==> src/rtl/demux_scan_ctrl.sv <==
// Serializes 8-bit frames onto a 1-to-8 demux: each unmasked channel i gets a
// guard phase (S=i, D=0) and a dwell phase (S=i, D=bit i); a one-cycle DONE ends the frame.
module demux_scan_ctrl #(
  parameter int DWELL = 4,
  parameter int GUARD = 1
) (
  input  logic       clk,
  input  logic       rst_n,
  input  logic       in_valid,
  output logic       in_ready,
  input  logic [7:0] in_data,
  input  logic [7:0] in_mask,
  input  logic       abort,
  output logic [2:0] S,
  output logic       D,
  output logic       busy,
  output logic       frame_done
);

  typedef enum logic [1:0] {IDLE, GAP, DRIVE, DONE} state_t;

  localparam logic [3:0] DWELL_M1 = 4'(DWELL - 1);
  localparam logic [1:0] GUARD_M1 = (GUARD > 0) ? 2'(GUARD - 1) : 2'd0;

  state_t     state, state_n;
  logic [2:0] ch, ch_n;
  logic [1:0] gcnt, gcnt_n;
  logic [3:0] dcnt, dcnt_n;
  logic [7:0] data_q, mask_q, data_n, mask_n;
  logic [2:0] s_n;
  logic       d_n, busy_n, done_n, rdy_n;
  logic       accept, start;
  logic [2:0] start_ch;
  logic [3:0] first_ch, next_ch;

  // Returns {found, index} of the lowest unmasked channel at or above 'from'.
  function automatic logic [3:0] find_unmasked(input logic [7:0] mask, input logic [3:0] from);
    logic [3:0] r;
    r = 4'd0;
    for (int i = 7; i >= 0; i--) begin
      if (i >= int'(from) && !mask[i]) r = {1'b1, 3'(i)};
    end
    return r;
  endfunction

  assign accept   = in_valid && in_ready;
  assign first_ch = find_unmasked(in_mask, 4'd0);
  assign next_ch  = find_unmasked(mask_q, {1'b0, ch} + 4'd1);

  always_comb begin
    state_n  = state;
    ch_n     = ch;
    gcnt_n   = gcnt;
    dcnt_n   = dcnt;
    data_n   = data_q;
    mask_n   = mask_q;
    s_n      = S;
    d_n      = 1'b0;
    busy_n   = 1'b0;
    done_n   = 1'b0;
    rdy_n    = 1'b1;
    start    = 1'b0;
    start_ch = ch;
    if (accept) begin
      // Accept takes priority over abort: in_ready=1 means the frame is committed.
      data_n = in_data;
      mask_n = in_mask;
      if (first_ch[3]) begin
        start    = 1'b1;
        start_ch = first_ch[2:0];
      end else begin
        state_n = DONE;
        done_n  = 1'b1;
      end
    end else begin
      case (state)
        GAP: begin
          if (abort) begin
            state_n = IDLE;
          end else if (gcnt == 2'd0) begin
            state_n = DRIVE;
            dcnt_n  = DWELL_M1;
            d_n     = data_q[ch];
            busy_n  = 1'b1;
            rdy_n   = 1'b0;
          end else begin
            gcnt_n = gcnt - 2'd1;
            busy_n = 1'b1;
            rdy_n  = 1'b0;
          end
        end
        DRIVE: begin
          if (abort) begin
            state_n = IDLE;
          end else if (dcnt == 4'd0) begin
            if (next_ch[3]) begin
              start    = 1'b1;
              start_ch = next_ch[2:0];
            end else begin
              state_n = DONE;
              done_n  = 1'b1;
            end
          end else begin
            dcnt_n = dcnt - 4'd1;
            d_n    = data_q[ch];
            busy_n = 1'b1;
            rdy_n  = 1'b0;
          end
        end
        DONE:    state_n = IDLE;
        default: state_n = IDLE;
      endcase
    end
    // S moves at the start of each channel's guard (or dwell when there is no guard).
    if (start) begin
      ch_n   = start_ch;
      s_n    = start_ch;
      busy_n = 1'b1;
      rdy_n  = 1'b0;
      if (GUARD > 0) begin
        state_n = GAP;
        gcnt_n  = GUARD_M1;
      end else begin
        state_n = DRIVE;
        dcnt_n  = DWELL_M1;
        d_n     = data_n[start_ch];
      end
    end
  end

  always_ff @(posedge clk or negedge rst_n) begin
    if (!rst_n) begin
      state      <= IDLE;
      ch         <= 3'd0;
      gcnt       <= 2'd0;
      dcnt       <= 4'd0;
      S          <= 3'd0;
      D          <= 1'b0;
      busy       <= 1'b0;
      frame_done <= 1'b0;
      in_ready   <= 1'b0;
    end else begin
      state      <= state_n;
      ch         <= ch_n;
      gcnt       <= gcnt_n;
      dcnt       <= dcnt_n;
      S          <= s_n;
      D          <= d_n;
      busy       <= busy_n;
      frame_done <= done_n;
      in_ready   <= rdy_n;
    end
  end

  always_ff @(posedge clk) begin
    data_q <= data_n;
    mask_q <= mask_n;
  end

endmodule
==> config.mk <==
export PLATFORM = sky130hd
export DESIGN_NAME = demux_scan_ctrl
export DESIGN_NICKNAME = d
export VERILOG_FILES = /design/src/rtl/demux_scan_ctrl.sv
export SDC_FILE = /design/constraint.sdc
export NUM_CORES = 1
export LEC_CHECK = 0
export CAP_MARGIN = 0
export CELL_PAD_IN_SITES_DETAIL_PLACEMENT = 0
export CELL_PAD_IN_SITES_GLOBAL_PLACEMENT = 2
export CORE_UTILIZATION = 37
export CTS_CLUSTER_SIZE = 24
export DETAILED_ROUTE_END_ITERATION = 8
export GPL_ROUTABILITY_DRIVEN = 0
export PLACE_DENSITY = 0.81
export RECOVER_POWER = 25
export SETUP_SLACK_MARGIN = 0.2
export SLEW_MARGIN = 20
export SYNTH_ARGS = -nofsm -noshare
export SYNTH_HDL_FRONTEND = slang
export SYNTH_SLANG_ARGS = --single-unit
==> constraint.sdc <==
create_clock -name clk -period 5 [get_ports clk]
set_input_delay 1.5 -clock clk [delete_from_list [all_inputs] [get_ports clk]]
set_output_delay 1.5 -clock clk [all_outputs]
set_load 0.1 [all_outputs]
==> key figures, run 1 <==
Critical path
  • End of the critical path: S[0]
  • Reg2reg end: ch[0]
  • Reg2Reg Setup Slack: 2560 ps
  • Launching point of the worst reg2reg path: ch[1]
  • Worst setup path startpoint: ch[0]
  • Crit path buffers/inverters: 1
  • CP Data Arrival Time: 2150 ps
  • FF-to-FF path depth: 7
  • Cell Chain, Critical Path: clkdlybuf4s50_1
  • Worst Path Required: 3500 ps
  • CP max FO: 12
  • Crit-path leading delay family: buffers and inverters
  • Levels on crit path: 1
  • Startpoint types: register
  • CP max stage delay: 1230 ps
  • Crit-path slowest cell: clkdlybuf4s50_1
  • CP Capture Type: primary output
  • Critical path type: register to primary output

Yosys
  • Part of the Yosys area used for sequential elements: 0.481
  • Yosys cell types: 54
  • Synth Area in Adders: 0.0563
  • Synth area leader: edfxtp_1
  • Post-synth EDFFs: 16
  • Synth area leaders: edfxtp_1 27%, dfrtp_1 21%, ha_1 5.6%
  • Post-synthesis mux area share: 0.0541
  • Net count after synthesis: 192
  • Count leader, synth: edfxtp_1
  • Simple-gate share of the synthesized area: 0.144
  • Yosys top cell area share: 0.270
  • Register bit count reported by yosys: 31
  • Syn Area/Cell: 10.8 sq um
  • Yosys warnings: 0
  • Synth Area in Compound Gates: 0.209
  • Post-synthesis cell area: 0.00178 sq mm
  • Largest family of logic cells by synthesized area: compound AO/OA/AOI/OAI gates
  • Ys async rst share: 0.484
  • Syn Inst Count: 164
  • Xor/xnor cell area share of the yosys netlist: 0.00985
  • Post-synth top cells: 16 x edfxtp_1, 15 x dfrtp_1, 15 x inv_1
  • Primary FF master, synth: edfxtp_1

CTS
  • CTS root buffer: clkbuf_8
  • CTS tree: built
  • Post-CTS Repair Setup Buffers: 0
  • CTS Buf Count: 5
  • CTS Sinks: 31
  • Clk_lat worst skew: 280 ps
  • Clock tree buffer depth: 2
  • Clock-pin slew on the worst setup and hold paths: 60 ps
  • CTS Hold Bufs: 0
  • Post-CTS sizing: 0
  • H-tree Lvls: 2

STA
  • Setup violations, final: 0
  • Final worst slack: 1350 ps
  • Unrepaired setup endpoints after global routing: false
  • Max-slew headroom: 0.350
  • Setup Skew: 3.94 ps
  • Slew Viols, Final: 0
  • Slew at the pin closest to its max-slew limit: 972 ps
  • Max Freq: 0.274 GHz
  • Final worst path period share: 0.729
  • Hold violation total from the final report: 0
  • Crit path time final: 3650 ps
  • Setup TNS: 0 ps

Drt
  • Remaining antenna violation count: 0
  • WL/cell: 15.3 um
  • Initial DRC Count: 105
  • Residual DRC count: 3
  • Via count: 1351
  • Initial DRT Pass Iterations: 6
  • DR vias/cell: 5.51
  • Final WL: 3760 um

Die
  • Die W: 71.3 um
  • Core area: 0.00447 sq mm
  • Starting Density: 0.398
  • Die extent in y: 71.3 um
  • Die Area: 0.00509 sq mm
  • Num ports: 27
  • Rows: 24

Place
  • Hpwl dp: 2860 um
  • Placed Area: 0.00208 sq mm
  • PortBufs: 26
  • Pre-CTS setup slack: 1290 ps

Pwr
  • Final Total Pwr: 1.22 mW
  • Leakage: 0.862 nW
  • Pwr Density: 564 mW/mm^2
  • Maximum vdd drop: 0.337 mV

Cells and area
  • Number of fill cells in the layout: 414
  • Antenna cells: 0
  • Share of cells above drive strength 1: 0.109
  • Post-route cell area: 0.00216 sq mm
  • Area Overhead vs Synth: 21.4%
  • Post-layout util: 0.483
  • Nets: 220

Status
  • Status: finished with violations
  • Violated checks: design-rule violations

Min path
  • Worst hold path type: register to register
  • Hold Crit Depth: 2

Global route
  • Largest net degree at the start of global routing: 28
  • Vias in the first global route: 1329
  • Initial antenna violation count: 0
  • Global route total overflow: 0
  • First-pass GRT wire length: 6340 um
  • GRT Overall Usage: 0.163

Run
  • Max_cap viols: 0
==> per-stage QoR <==
stage | hold WS, ps | cells
after floorplan | 493 | 164
after global placement | 525 | 237
after detailed placement | 545 | 237
after CTS | 565 | 245
after global routing | 579 | 245
final | 564 | 245
==> registers in the layout (all words and copies together), names as in the netlist, 2 cells and up <==
signal,count
ch,3
mask_q,8
state,2
dcnt,4
data_q,8
gcnt,2
==> logic make-up after synthesis <==
family	after synthesis
compound gates	51
simple gates	46
flops	31
buf+inv	20
fa+ha+maj	8
mux	6
xor+xnor	2
==> how the worst min path moves through the flow <==
stage | from | end | slack, ps
after detailed placement | dcnt[3] | dcnt[3] | 540
final | gcnt[1] | gcnt[1] | 560
after CTS | gcnt[1] | gcnt[1] | 560
after floorplan | dcnt[3] | dcnt[3] | 490
after global routing | dcnt[3] | dcnt[3] | 580
after global placement | dcnt[3] | dcnt[3] | 520
==> area by class of cell <==
cell class	count	area, sq um	share of cell area
Timing Repair Buffer	26	260	0.120
Multi-Input combinational cell	113	842	0.390
Clock inverter	1	5.00	0.00232
Inverter	15	56.3	0.0261
Sequential cell	31	856	0.396
Tap cell	52	65.1	0.0301
Clock buffer	7	76.3	0.0353
==> layout by cell type, fill, tap and decap left out, types with 3 or more instances in the layout <==
cell             netlist  layout
ha_1                   8       8
a31oi_1                3       3
o211ai_1               4       4
o21ai_0                9       9
edfxtp_1              16      16
dlygate4sd3_1          0      17
dfrtp_1               15      15
clkbuf_8               0       5
nand2_1                9       9
inv_1                 15      15
clkdlybuf4s50_1        0       9
nand2b_1               4       4
o2bb2ai_1              3       3
a21oi_1                9       9
o31a_1                 3       3
nor2_1                12      12
==> power by group <==
group          leakage [nW]  internal [mW]  switching, mW
Sequential            0.339          0.334         0.0665
Combinational         0.480          0.231          0.406
Clock                0.0422         0.0973         0.0842
==> per-layer routing <==
layer	global-route usage	vias up	part of all wire
met3	0.0352	7	0.033
met4	0.0600	0	0.019
li1	-	670	-
met2	0.258	26	0.46
met5	0	-	0
met1	0.222	648	0.49
(Power assumes the default switching activity.)
==> run 2: changes to the inputs <==
- CORE_UTILIZATION: 37 -> 35
- PLACE_DENSITY: 0.81 -> 0.78
- clock period: 5 -> 3.75 ns (I/O delays scaled with it)
==> run 2 against run 1 <==
Core utilization down 3.0 points. Global-route usage down 0.58 points. The run now ends clean. Clock skew up 3.1 ps. Critical path depth grew 5. Highest routed layer unchanged. First-iteration DRC count rose by 27%. Cell count up 7.3%. Final area grew 1.0%. Combinational power rose by 34%. Count of clock-buffer cells in the layout rose by 1. Setup slack got worse by 430 ps.
==> key figures, run 2 (same netlist as run 1, synthesis figures left out) <==
Critical path
  • CP max FO: 6 (-6)
  • CP Capture Type: register
  • CP Data Arrival Time: 2980 ps (+830 ps)
  • Critical path type: primary input to register
  • Worst Path Required: 3910 ps (+410 ps)
  • Startpoint types: primary input

Cells and area
  • Nets: 223 (+1.4%)
  • Post-layout util: 0.453 (-0.0297)
  • Number of fill cells in the layout: 472 (+14%)
  • Sequential Area: 856 sq um (unchanged)
  • Most common cell after layout, fill and taps aside: dlygate4sd3_1
  • Area of the multi-input gates: 842 sq um (unchanged)
  • Non-Filler Instances: 263 (+7.3%)
  • Most frequent cells in the layout: 17 x dlygate4sd3_1, 16 x edfxtp_1, 15 x dfrtp_1, 15 x inv_1, 12 x nor2_1
  • Area Overhead vs Synth: 22.7%
  • Largest regs: data_q: 8 flops, mask_q: 8 flops, dcnt: 4 flops
  • Share of cells above drive strength 1: 0.153 (+0.0443)
  • Antenna cells: 0 (unchanged)

Drt
  • WL/cell: 14.4 um (-6.3%)
  • DR vias/cell: 5.25 (-4.8%)
  • Final WL: 3780 um (+0.61%)
  • Remaining antenna violation count: 0 (unchanged)
  • Initial DRC Count: 133 (+27%)
  • Initial DRT Pass Iterations: 4 (-2)
  • Via count: 1381 (+2.2%)
  • Residual DRC count: 0 (-3)

Global route
  • Vias in the first global route: 1344 (+1.1%)
  • Initial antenna violation count: 0 (unchanged)
  • Largest net degree at the start of global routing: 16 (-43%)
  • GRT Overall Usage: 0.158 (-0.00578)
  • First-pass GRT wire length: 6200 um (-2.3%)
  • Global route total overflow: 0 (unchanged)

CTS
  • Clock tree buffer depth: 2 (unchanged)
  • Post-CTS Repair Setup Buffers: 0 (unchanged)
  • Clk_lat worst skew: 280 ps (about the same)
  • CTS Sinks: 31 (unchanged)
  • CTS tree: built
  • CTS root buffer: clkbuf_8
  • Post-CTS sizing: 0 (unchanged)
  • Clock-pin slew on the worst setup and hold paths: 60 ps (about the same)
  • CTS Hold Bufs: 0 (unchanged)
  • CTS Buf Count: 5 (unchanged)
  • H-tree Lvls: 2 (unchanged)

Place
  • Pre-CTS setup slack: 660 ps (-634 ps)
  • Hpwl dp: 2860 um (-0.19%)
  • # placed instances: 255 (+7.6%)
  • PortBufs: 26 (unchanged)

Die
  • Num ports: 27 (unchanged)
  • Die W: 73.3 um (+2.7%)
  • Rows: 25 (+4.2%)
  • Starting Density: 0.369 (-0.0283)
  • Core area: 0.00482 sq mm (+7.7%)
  • Die extent in y: 73.3 um (+2.7%)
  • Die Area: 0.00537 sq mm (+5.6%)

STA
  • Setup violations, final: 0 (unchanged)
  • Setup TNS: 0 ps (unchanged)
  • Hold violation total from the final report: 0 (unchanged)
  • Final worst slack: 926 ps (-426 ps)
  • Hold_ws: 547 ps (-17.6 ps)
  • Crit path time final: 2820 ps
  • Final worst path period share: 0.753
  • Slew Viols, Final: 0 (unchanged)
  • Max-slew headroom: 0.517 (+0.166)
  • Max Freq: 0.354 GHz
  • Unrepaired setup endpoints after global routing: false
  • Slew at the pin closest to its max-slew limit: 723 ps (-249 ps)
  • Setup Skew: 7.00 ps (+3.06 ps)

Run
  • Max_cap viols: 0 (unchanged)

Pwr
  • Leakage: 0.884 nW (+2.5%)
  • Maximum vdd drop: 0.414 mV (+23%)
  • Pwr Density: 748 mW/mm^2 (+32%)

Min path
  • Worst hold path type: register to register

Status
  • Status: finished, final reports clean
## run 2: cell count changes in the layout (fill, tap and decap cells not counted)
cell             delta
buf_4              +10
clkdlybuf4s50_1     -7
clkinv_2            -1
clkbuf_1            +1
## run 2: where the power goes
group          switching (mW)  total (mW)  internal [mW]
Clock                   0.113       0.244          0.132
Sequential             0.0904       0.535          0.445
Combinational           0.547       0.853          0.305
Total                   0.750        1.63          0.882
## run 2: cell type report
cell class / count / share of cell area
clock buffer: 8 / 0.0367
multi-input combinational: 113 / 0.386
inverter: 15 / 0.0258
sequential: 31 / 0.392
timing repair buffer: 29 / 0.121
tap: 67 / 0.0384
## run 2: routing by layer
layer	global-route usage	wire [um]
met1	0.207	1730
met2	0.251	1810
met3	0.0466	206
met4	0.0513	38
met5	0	0
## run 2: final timing paths
kind	from	to	slack (ps)	depth (start not counted)
setup / recovery	in_valid	ch[1]	930	6
hold / removal	dcnt[3]	dcnt[3]	550	1
setup reg to reg	ch[0]	ch[1]	1250	6
hold reg to reg	dcnt[3]	dcnt[3]	550	1
max in group asynchronous	rst_n	ch[1]	1940	1
min in group asynchronous	rst_n	dcnt[3]	1340	1
## run 2: worst max-delay path, stage by stage
cell and delay, ps:
clkdlybuf4s50_1 460, nand2_1 170, or4_1 590, a21boi_2 190, o31a_4 150, mux2_4 300
## run 2: stage by stage
| step | total power [mW] | area (sq um) |
|---|---|---|
| after CTS | 1.65 | 2180 |
| after global placement | 1.39 | 2100 |
| final | 1.63 | 2180 |
| after floorplan | 1.19 | 1780 |
| after detailed placement | 1.39 | 2100 |
| after global routing | 1.74 | 2180 |
==> run 3: changes to the inputs <==
- clock period: 3.75 -> 2.6 ns (I/O delays scaled with it)
==> run 3 against run 2 <==
Setup slack worse by 680 ps. Sequential power up 42%. Global-route usage up 0.80 points. Core utilization up 3.7 points. Highest routed layer unchanged. Clock power up 98%. Critical path depth unchanged. Via count up 3.7%. Sequential cell count unchanged. Critical endpoint is now ch[0].
==> key figures, run 3 (same netlist as run 1, synthesis figures left out) <==
Die
  • Die W: 73.3 um (unchanged)
  • Rows: 25 (unchanged)
  • Die Area: 0.00537 sq mm (unchanged)
  • Num ports: 27 (unchanged)
  • Die extent in y: 73.3 um (unchanged)
  • Core area: 0.00482 sq mm (unchanged)
  • Starting Density: 0.369 (unchanged)

Cells and area
  • Share of cells above drive strength 1: 0.258 (+0.105)
  • Non-Filler Instances: 280 (+6.5%)
  • Nets: 240 (+7.6%)
  • Number of fill cells in the layout: 454 (-3.8%)
  • Most frequent cells in the layout: 26 x buf_4, 16 x edfxtp_1, 15 x inv_1, 14 x dlygate4sd3_1, 12 x nor2_1
  • Area Overhead vs Synth: 32.7%
  • Antenna cells: 0 (unchanged)
  • Most common cell after layout, fill and taps aside: buf_4
  • Largest regs: data_q: 8 flops, mask_q: 8 flops, dcnt: 4 flops
  • Post-layout util: 0.490 (+0.0369)

Drt
  • Residual DRC count: 0 (unchanged)
  • Final WL: 4030 um (+6.6%)
  • Via count: 1432 (+3.7%)
  • Remaining antenna violation count: 0 (unchanged)
  • Initial DRC Count: 69 (-48%)
  • DR vias/cell: 5.11 (-2.6%)
  • WL/cell: 14.4 um (+0.11%)
  • Initial DRT Pass Iterations: 4 (unchanged)

Critical path
  • CP Data Arrival Time: 2520 ps (-460 ps)
  • Launching point of the worst reg2reg path: ch[0]
  • Startpoint types: primary input
  • Worst Path Required: 2760 ps (-1150 ps)
  • Critical path type: primary input to register
  • Reg2reg end: state[1]
  • Worst setup path startpoint: in_mask[7]
  • CP max FO: 3 (-3)
  • End of the critical path: ch[0]
  • Reg2Reg Setup Slack: 290 ps (-960 ps)
  • CP Capture Type: register
  • FF-to-FF path depth: 7 (+1)

CTS
  • Clock-pin slew on the worst setup and hold paths: 60 ps (about the same)
  • Clk_lat worst skew: 280 ps (about the same)
  • H-tree Lvls: 2 (unchanged)
  • CTS Sinks: 31 (unchanged)
  • CTS tree: built
  • Clock tree buffer depth: 2 (unchanged)
  • CTS Buf Count: 5 (unchanged)
  • CTS root buffer: clkbuf_8

STA
  • Unrepaired setup endpoints after global routing: true
  • Max-slew headroom: 0.531 (+0.0140)
  • Setup TNS: 0 ps (unchanged)
  • Final worst path period share: 0.907
  • Hold violation total from the final report: 0 (unchanged)
  • Crit path time final: 2360 ps
  • Slew at the pin closest to its max-slew limit: 702 ps (-21.0 ps)
  • Slew Viols, Final: 0 (unchanged)
  • Setup violations, final: 0 (unchanged)
  • Final worst slack: 242 ps (-684 ps)
  • Max Freq: 0.424 GHz
  • Setup Skew: 10.2 ps (+3.19 ps)

Global route
  • First-pass GRT wire length: 6440 um (+3.9%)
  • Global route total overflow: 0 (unchanged)
  • Vias in the first global route: 1373 (+2.2%)
  • Initial antenna violation count: 0 (unchanged)
  • Largest net degree at the start of global routing: 23 (+7)
  • GRT Overall Usage: 0.166 (+0.00803)

Place
  • Hpwl dp: 3060 um (+7.2%)
  • PortBufs: 26 (unchanged)
  • # placed instances: 264 (+3.5%)
  • Pre-CTS setup slack: -34.2 ps (-694 ps)

Pwr
  • Leakage: 0.980 nW (+11%)
  • Maximum vdd drop: 0.696 mV (+68%)
  • Final Total Pwr: 2.65 mW (+62%)
  • Pwr Density: 1120 mW/mm^2 (+50%)

Min path
  • Hold Crit Depth: 2 (+1)
  • Worst hold path type: register to register

Run
  • Max_cap viols: 0 (unchanged)

Status
  • Status: finished, final reports clean
## run 3: cell count changes in the layout (fill, tap and decap cells not counted), moves of 2 or more
| cell | delta |
|---|---|
| dfrtp_2 | +2 |
| dlygate4sd3_1 | -3 |
| clkbuf_1 | -2 |
| buf_4 | +16 |
| clkdlybuf4s25_1 | +2 |
| dfrtp_4 | +2 |
| dfrtp_1 | -4 |
## run 3: worst min path at each step
stage                  from       to  slack, ps
floorplan             rst_n        D        480
global placement    dcnt[3]  dcnt[3]        510
detailed placement  dcnt[3]  dcnt[3]        530
CTS                 dcnt[3]  dcnt[3]        550
global route        dcnt[3]  dcnt[3]        570
finish              gcnt[0]  gcnt[0]        550
## run 3: cell type report
cell class	count	area, sq um	share of cell area
Clock buffer	6	82.6	0.0350
Inverter	15	56.3	0.0238
Clock inverter	2	35.0	0.0148
Tap cell	67	83.8	0.0355
Timing Repair Buffer	46	389	0.165
Sequential cell	31	866	0.367
Multi-Input combinational cell	113	848	0.359
## run 3: layer usage
| layer | GRT usage | up-vias | share of wire |
|---|---|---|---|
| met1 | 0.201 | 681 | 0.44 |
| met3 | 0.0494 | 8 | 0.053 |
| met5 | 0 | - | 0 |
| met4 | 0.0705 | 0 | 0.017 |
| met2 | 0.275 | 37 | 0.48 |
| li1 | - | 706 | - |
## run 3: stage by stage
stage               hold WS [ps]  area (sq um)
floorplan                    484          1800
global route                 574          2360
CTS                          550          2300
finish                       548          2360
detailed placement           534          2180
global placement             515          2180
## run 3: timing repair
action / 4_1_cts / 5_1_grt
setup buffers: 0 / 8
pin swaps: 1 / 1
hold buffers: 0 / 0
resized for setup: 0 / 4
endpoints found under the setup margin: 1 / 5
## run 3: where the power goes
group          leakage, nW  internal [mW]  switching (mW)
Clock               0.0612          0.310           0.175
Sequential           0.335          0.656           0.104
Combinational        0.583          0.558           0.846
## run 3: critical path: stages
cell	delay (ps)
dlygate4sd3_1	570
nand2_1	80
or4_1	480
a21boi_2	180
o31a_4	130
mux2_4	290
==> variant 1, RTL diff (settings of run 3) <==
Make the reset (`rst_n`) synchronous in one clocked block.
--- a/src/rtl/demux_scan_ctrl.sv
+++ b/src/rtl/demux_scan_ctrl.sv
@@ -128,7 +128,7 @@
     end
   end
 
-  always_ff @(posedge clk or negedge rst_n) begin
+  always_ff @(posedge clk) begin
     if (!rst_n) begin
       state      <= IDLE;
       ch         <= 3'd0;
Formal check against the unedited RTL: differs if rst_n is asserted again (counterexample within 4 cycles, from zero or initial values and one cycle with rst_n low); with rst_n held inactive, the same outputs for 10 cycles.
==> variant 1 against run 3 <==
- setup slack improved by 0.069 ns
- largest cell class is now multi-input combinational cells
- synthesized area rose by 2.7%
- wire length rose by 4.7%
- non-clock buffer count fell by 8
- highest routed layer unchanged
- final cell count rose by 2.1%
- fmax rose by 3.0%
- register-to-register slack improved by 0.02 ns
- sequential cell count did not move
- cell area fell by 1.1%
- count of clock-buffer cells in the layout rose by 2
- clock skew fell by 0.0042 ns
Power is not compared: it rests on default switching activity, and its combinational part moved more than twofold at a synthesized area within 25%.
==> variant 1: results (changes against run 3) <==
<table>
<tr><th>Metric</th><th>Value</th></tr>
<tr><th colspan="2">Finish</th></tr>
<tr><td>Fraction of final layout cells with drive strength greater than 1</td><td>0.205 (was 0.258)</td></tr>
<tr><td>Filler cell count</td><td>492 (was 454)</td></tr>
<tr><th colspan="2">Logic synthesis</th></tr>
<tr><td>Yosys cell types</td><td>53 (was 54)</td></tr>
<tr><td>Total nets after synthesis</td><td>206 (was 192)</td></tr>
<tr><td>Ranking of synthesized cells by area</td><td>sky130_fd_sc_hd__edfxtp_1 26%, sky130_fd_sc_hd__dfxtp_1 16%, sky130_fd_sc_hd__ha_1 6.2%, sky130_fd_sc_hd__a21oi_1 3.6%, sky130_fd_sc_hd__nand2_1 3.3% (was sky130_fd_sc_hd__edfxtp_1 27%, sky130_fd_sc_hd__dfrtp_1 21%, sky130_fd_sc_hd__ha_1 5.6%, sky130_fd_sc_hd__inv_1 3.2%, sky130_fd_sc_hd__a21oi_1 2.5%)</td></tr>
<tr><td>Post-synth ARST share</td><td>0 (was 0.484)</td></tr>
<tr><th colspan="2">Drt</th></tr>
<tr><td>Via density</td><td>5.32 (was 5.11)</td></tr>
<tr><td>Overall routed net length</td><td>4.22 mm (was 4.03 mm)</td></tr>
<tr><td>Drt initial violations</td><td>57 (was 69)</td></tr>
<tr><th colspan="2">STA</th></tr>
<tr><td>Final setup skew</td><td>0.00598 ns (was 0.0102 ns)</td></tr>
<tr><td>Max_slew headroom</td><td>0.668 (was 0.531)</td></tr>
<tr><th colspan="2">Setup path</th></tr>
<tr><td>CP max-delay cell</td><td>sky130_fd_sc_hd__a221oi_2 (was sky130_fd_sc_hd__dlygate4sd3_1)</td></tr>
<tr><td>Top fanout value on the critical path</td><td>13 (was 3)</td></tr>
<tr><th colspan="2">GRT</th></tr>
<tr><td>Largest net degree at the start of global routing</td><td>14 (was 23)</td></tr>
<tr><td>Wire length of the first global-routing pass</td><td>6.70 mm (was 6.44 mm)</td></tr>
<tr><td>Via count of the first global-routing pass</td><td>1371 (was 1373)</td></tr>
<tr><td>Total track usage</td><td>0.162 (was 0.166)</td></tr>
<tr><th colspan="2">Placement</th></tr>
<tr><td>HPWL after DPL</td><td>3.18 mm (was 3.06 mm)</td></tr>
<tr><td>Post-detailed-placement cell area</td><td>2190 um^2 (was 2180 um^2)</td></tr>
<tr><th colspan="2">Run status</th></tr>
<tr><td>Result of the run</td><td>finished, final reports clean (unchanged)</td></tr>
</table>
-- variant 1: final cells by class --
type	instances	area [um^2]	share of cell area
flip-flops and latches	31	791	0.339
multi-input cells	130	983	0.421
inverters	12	45.0	0.0193
clock buffers	8	100	0.0428
well taps	67	83.8	0.0359
repair buffers	38	333	0.142
-- variant 1: where the power goes --
group          internal [W]  leakage (nW)  total [W]  switching [W]
clock              0.000241        0.0515   0.000411       0.000170
combinational      0.000132         0.512   0.000345       0.000213
sequential         0.000549         0.273   0.000581      0.0000318
total              0.000922         0.836    0.00134       0.000415
-- variant 1: final timing paths --
check                              from      end  slack (ns)  cells after the start
worst max-delay path              ch[1]    ch[0]        0.31                      6
worst min-delay path            dcnt[0]  dcnt[0]        0.49                      1
worst max register to register    ch[1]    ch[0]        0.31                      6
worst min register to register  dcnt[0]  dcnt[0]        0.49                      1
-- variant 1: what timing repair did --
item / in CTS / in global routing
setup buffers: 0 / 3
resized for setup: 0 / 2
hold endpoints to repair: 0 / 0
setup endpoints to repair: 0 / 7
-- variant 1: kinds of logic after synthesis --
group / after synthesis / synth area share
fa+ha+maj: 9 / 0.0616
simple gates: 51 / 0.137
flops: 31 / 0.427
mux: 3 / 0.0301
compound gates: 63 / 0.280
buf+inv: 16 / 0.0452
xor+xnor: 4 / 0.0192
-- variant 1: routing by layer --
metal / global-route usage / wire length (um) / up-vias
li1: - / - / 757
met1: 0.223 / 2080 / 716
met2: 0.246 / 1850 / 41
met3: 0.0352 / 221 / 8
met4: 0.0629 / 69 / 0
met5: 0 / 0 / -
-- variant 1: per-stage QoR --
stage / util / instances / hold slack [ns]
floorplan: - / 177 / 0.461
global placement: 0.450 / 275 / 0.491
detailed placement: 0.450 / 275 / 0.493
CTS: 0.470 / 283 / 0.501
global route: 0.479 / 286 / 0.547
finish: 0.479 / 286 / 0.494
==> variant 2, RTL diff (settings of run 3) <==
Without the edit above. Encoding of `state_t`: now one-hot (4 bits for 4 states).
--- a/src/rtl/demux_scan_ctrl.sv
+++ b/src/rtl/demux_scan_ctrl.sv
@@ -17,7 +17,7 @@
   output logic       frame_done
 );
 
-  typedef enum logic [1:0] {IDLE, GAP, DRIVE, DONE} state_t;
+  typedef enum logic [3:0] {IDLE = 4'b0001, GAP = 4'b0010, DRIVE = 4'b0100, DONE = 4'b1000} state_t;
 
   localparam logic [3:0] DWELL_M1 = 4'(DWELL - 1);
   localparam logic [1:0] GUARD_M1 = (GUARD > 0) ? 2'(GUARD - 1) : 2'd0;
Formal check against the unedited RTL: same outputs for any inputs over 10 cycles, from zero or initial values and one cycle with rst_n low; not proved beyond that.
==> variant 2 against run 3 <==
- cell area down 8.6%
- setup slack better by 0.076 ns
- final cell count shrank 14%
- sequential cell count grew 2
- count of clock-buffer cells in the layout up 2
- critical path depth rose by 1
- synthesized area shrank 6.3%
- the flow now finishes with violations (design-rule violations)
- total power fell by 30%
- wire length is 11% lower
- combinational power down 45%
- critical endpoint unchanged
- non-clock buffer count fell by 8
==> variant 2: results (changes against run 3) <==
<table>
<tr><th>Metric</th><th>Value</th></tr>
<tr><th colspan="2">Finish</th></tr>
<tr><td>Leading registers by flop count</td><td>data_q x8, mask_q x8 (was data_q x8, mask_q x8, dcnt x4)</td></tr>
<tr><td>Nets@finish</td><td>215 (was 240)</td></tr>
<tr><td>Filler cell count</td><td>422 (was 454)</td></tr>
<tr><td>Fraction of final layout cells with drive strength greater than 1</td><td>0.211 (was 0.258)</td></tr>
<tr><th colspan="2">Setup path</th></tr>
<tr><td>Maximum single-stage delay on the critical path</td><td>0.51 ns (was 0.57 ns)</td></tr>
<tr><td>Arrival time of data at the critical path endpoint</td><td>2.48 ns (was 2.52 ns)</td></tr>
<tr><td>Startpoint Class</td><td>flop (was primary input)</td></tr>
<tr><th colspan="2">Run status</th></tr>
<tr><td>Violations in the final reports</td><td>design-rule violations</td></tr>
<tr><td>Result of the run</td><td>finished, violations left (was finished, final reports clean)</td></tr>
<tr><th colspan="2">Min path</th></tr>
<tr><td>Hold Crit Start</td><td>dcnt[0] (was gcnt[0])</td></tr>
<tr><th colspan="2">Drt</th></tr>
<tr><td>Final routed wire length divided by cell count</td><td>14.8 um (was 14.4 um)</td></tr>
<tr><td>Initial DRT Pass Iterations</td><td>8 (was 4)</td></tr>
<tr><td>Remaining routing DRC violations</td><td>1 (was 0)</td></tr>
<tr><th colspan="2">GRT</th></tr>
<tr><td>Met1 track utilization from global routing</td><td>0.204 (was 0.201)</td></tr>
<tr><td>Wire length of the first global-routing pass</td><td>5.92 mm (was 6.44 mm)</td></tr>
<tr><td>Grt met2 use</td><td>0.259 (was 0.275)</td></tr>
<tr><th colspan="2">Power</th></tr>
<tr><td>Leakage power</td><td>0.922 nW (was 0.980 nW)</td></tr>
<tr><th colspan="2">Logic synthesis</th></tr>
<tr><td>Total nets after synthesis</td><td>171 (was 192)</td></tr>
<tr><td>Sequential fraction of the synthesis area</td><td>0.544 (was 0.481)</td></tr>
<tr><th colspan="2">STA</th></tr>
<tr><td>Slew at the pin closest to its max-slew limit</td><td>0.919 ns (was 0.702 ns)</td></tr>
</table>
==> variant 2: layout make-up <==
type,count,area [um^2],area share
timing repair buffer,38,329,0.152
tap,52,65.1,0.0301
sequential,33,916,0.424
clock buffer,8,90.1,0.0417
multi-input combinational,98,709,0.329
inverter,13,48.8,0.0226
==> variant 2: metal layers <==
metal  vias to the layer above  share of wire
met3                         5          0.041
met4                         0          0.011
li1                        616              -
met5                         -              0
met2                        34           0.49
met1                       614           0.46
==> variant 2: final timing paths <==
| path | end | depth (start not counted) |
|---|---|---|
| max | ch[0] | 7 |
| min | dcnt[0] | 1 |
| max reg2reg | ch[0] | 7 |
| min reg2reg | dcnt[0] | 1 |
| max in group asynchronous | ch[1] | 2 |
| min in group asynchronous | ch[0] | 2 |
==> variant 2: kinds of logic (layout without fill, tap and decap cells) <==
logic type                 count (synthesis)  in the layout  share of synthesized area
and+or+nand+nor                           44             44                      0.138
AOI/OAI and AO/OA                         38             38                      0.158
DFF                                       33             33                      0.544
buffers and inverters                     14             59                     0.0360
adders and majority gates                  6              6                     0.0450
muxes                                      6              6                     0.0526
xor gates and xnor gates                   4              4                     0.0255
==> variant 2: where the power goes <==
| group | internal [W] | switching [W] | total (W) |
|---|---|---|---|
| sequential | 0.000625 | 0.0000737 | 0.000699 |
| combinational | 0.000296 | 0.000476 | 0.000772 |
| clock | 0.000216 | 0.000166 | 0.000382 |
==> variant 2: timing repair <==
item                       4_1_cts  5_1_grt
pin swaps                        0        1
hold endpoints to repair         0        0
gates resized for setup          1        0
setup endpoints to repair        3        8
buffers inserted                 0        4
==> variant 2: worst max-delay path: cells and delay by family, from the launching register on <==
kind | cells | cell delay, ns
fa+ha+maj | 1 | 0.21
flops | 1 | 0.51
simple gates | 2 | 0.74
mux | 1 | 0.11
compound gates | 3 | 0.63
==> variant 2: through the flow <==
| stage | instances | utilization | area [um^2] | hold slack [ns] | setup WS (ns) |
|---|---|---|---|---|---|
| after global routing | 242 | 0.482 | 2160 | 0.535 | 0.215 |
| after floorplan | 145 | - | 1680 | 0.462 | 0.208 |
| after detailed placement | 230 | 0.456 | 2040 | 0.482 | 0.130 |
| after global placement | 230 | 0.456 | 2040 | 0.481 | 0.159 |
| after CTS | 238 | 0.477 | 2130 | 0.490 | 0.224 |
| final | 242 | 0.482 | 2160 | 0.486 | 0.317 |
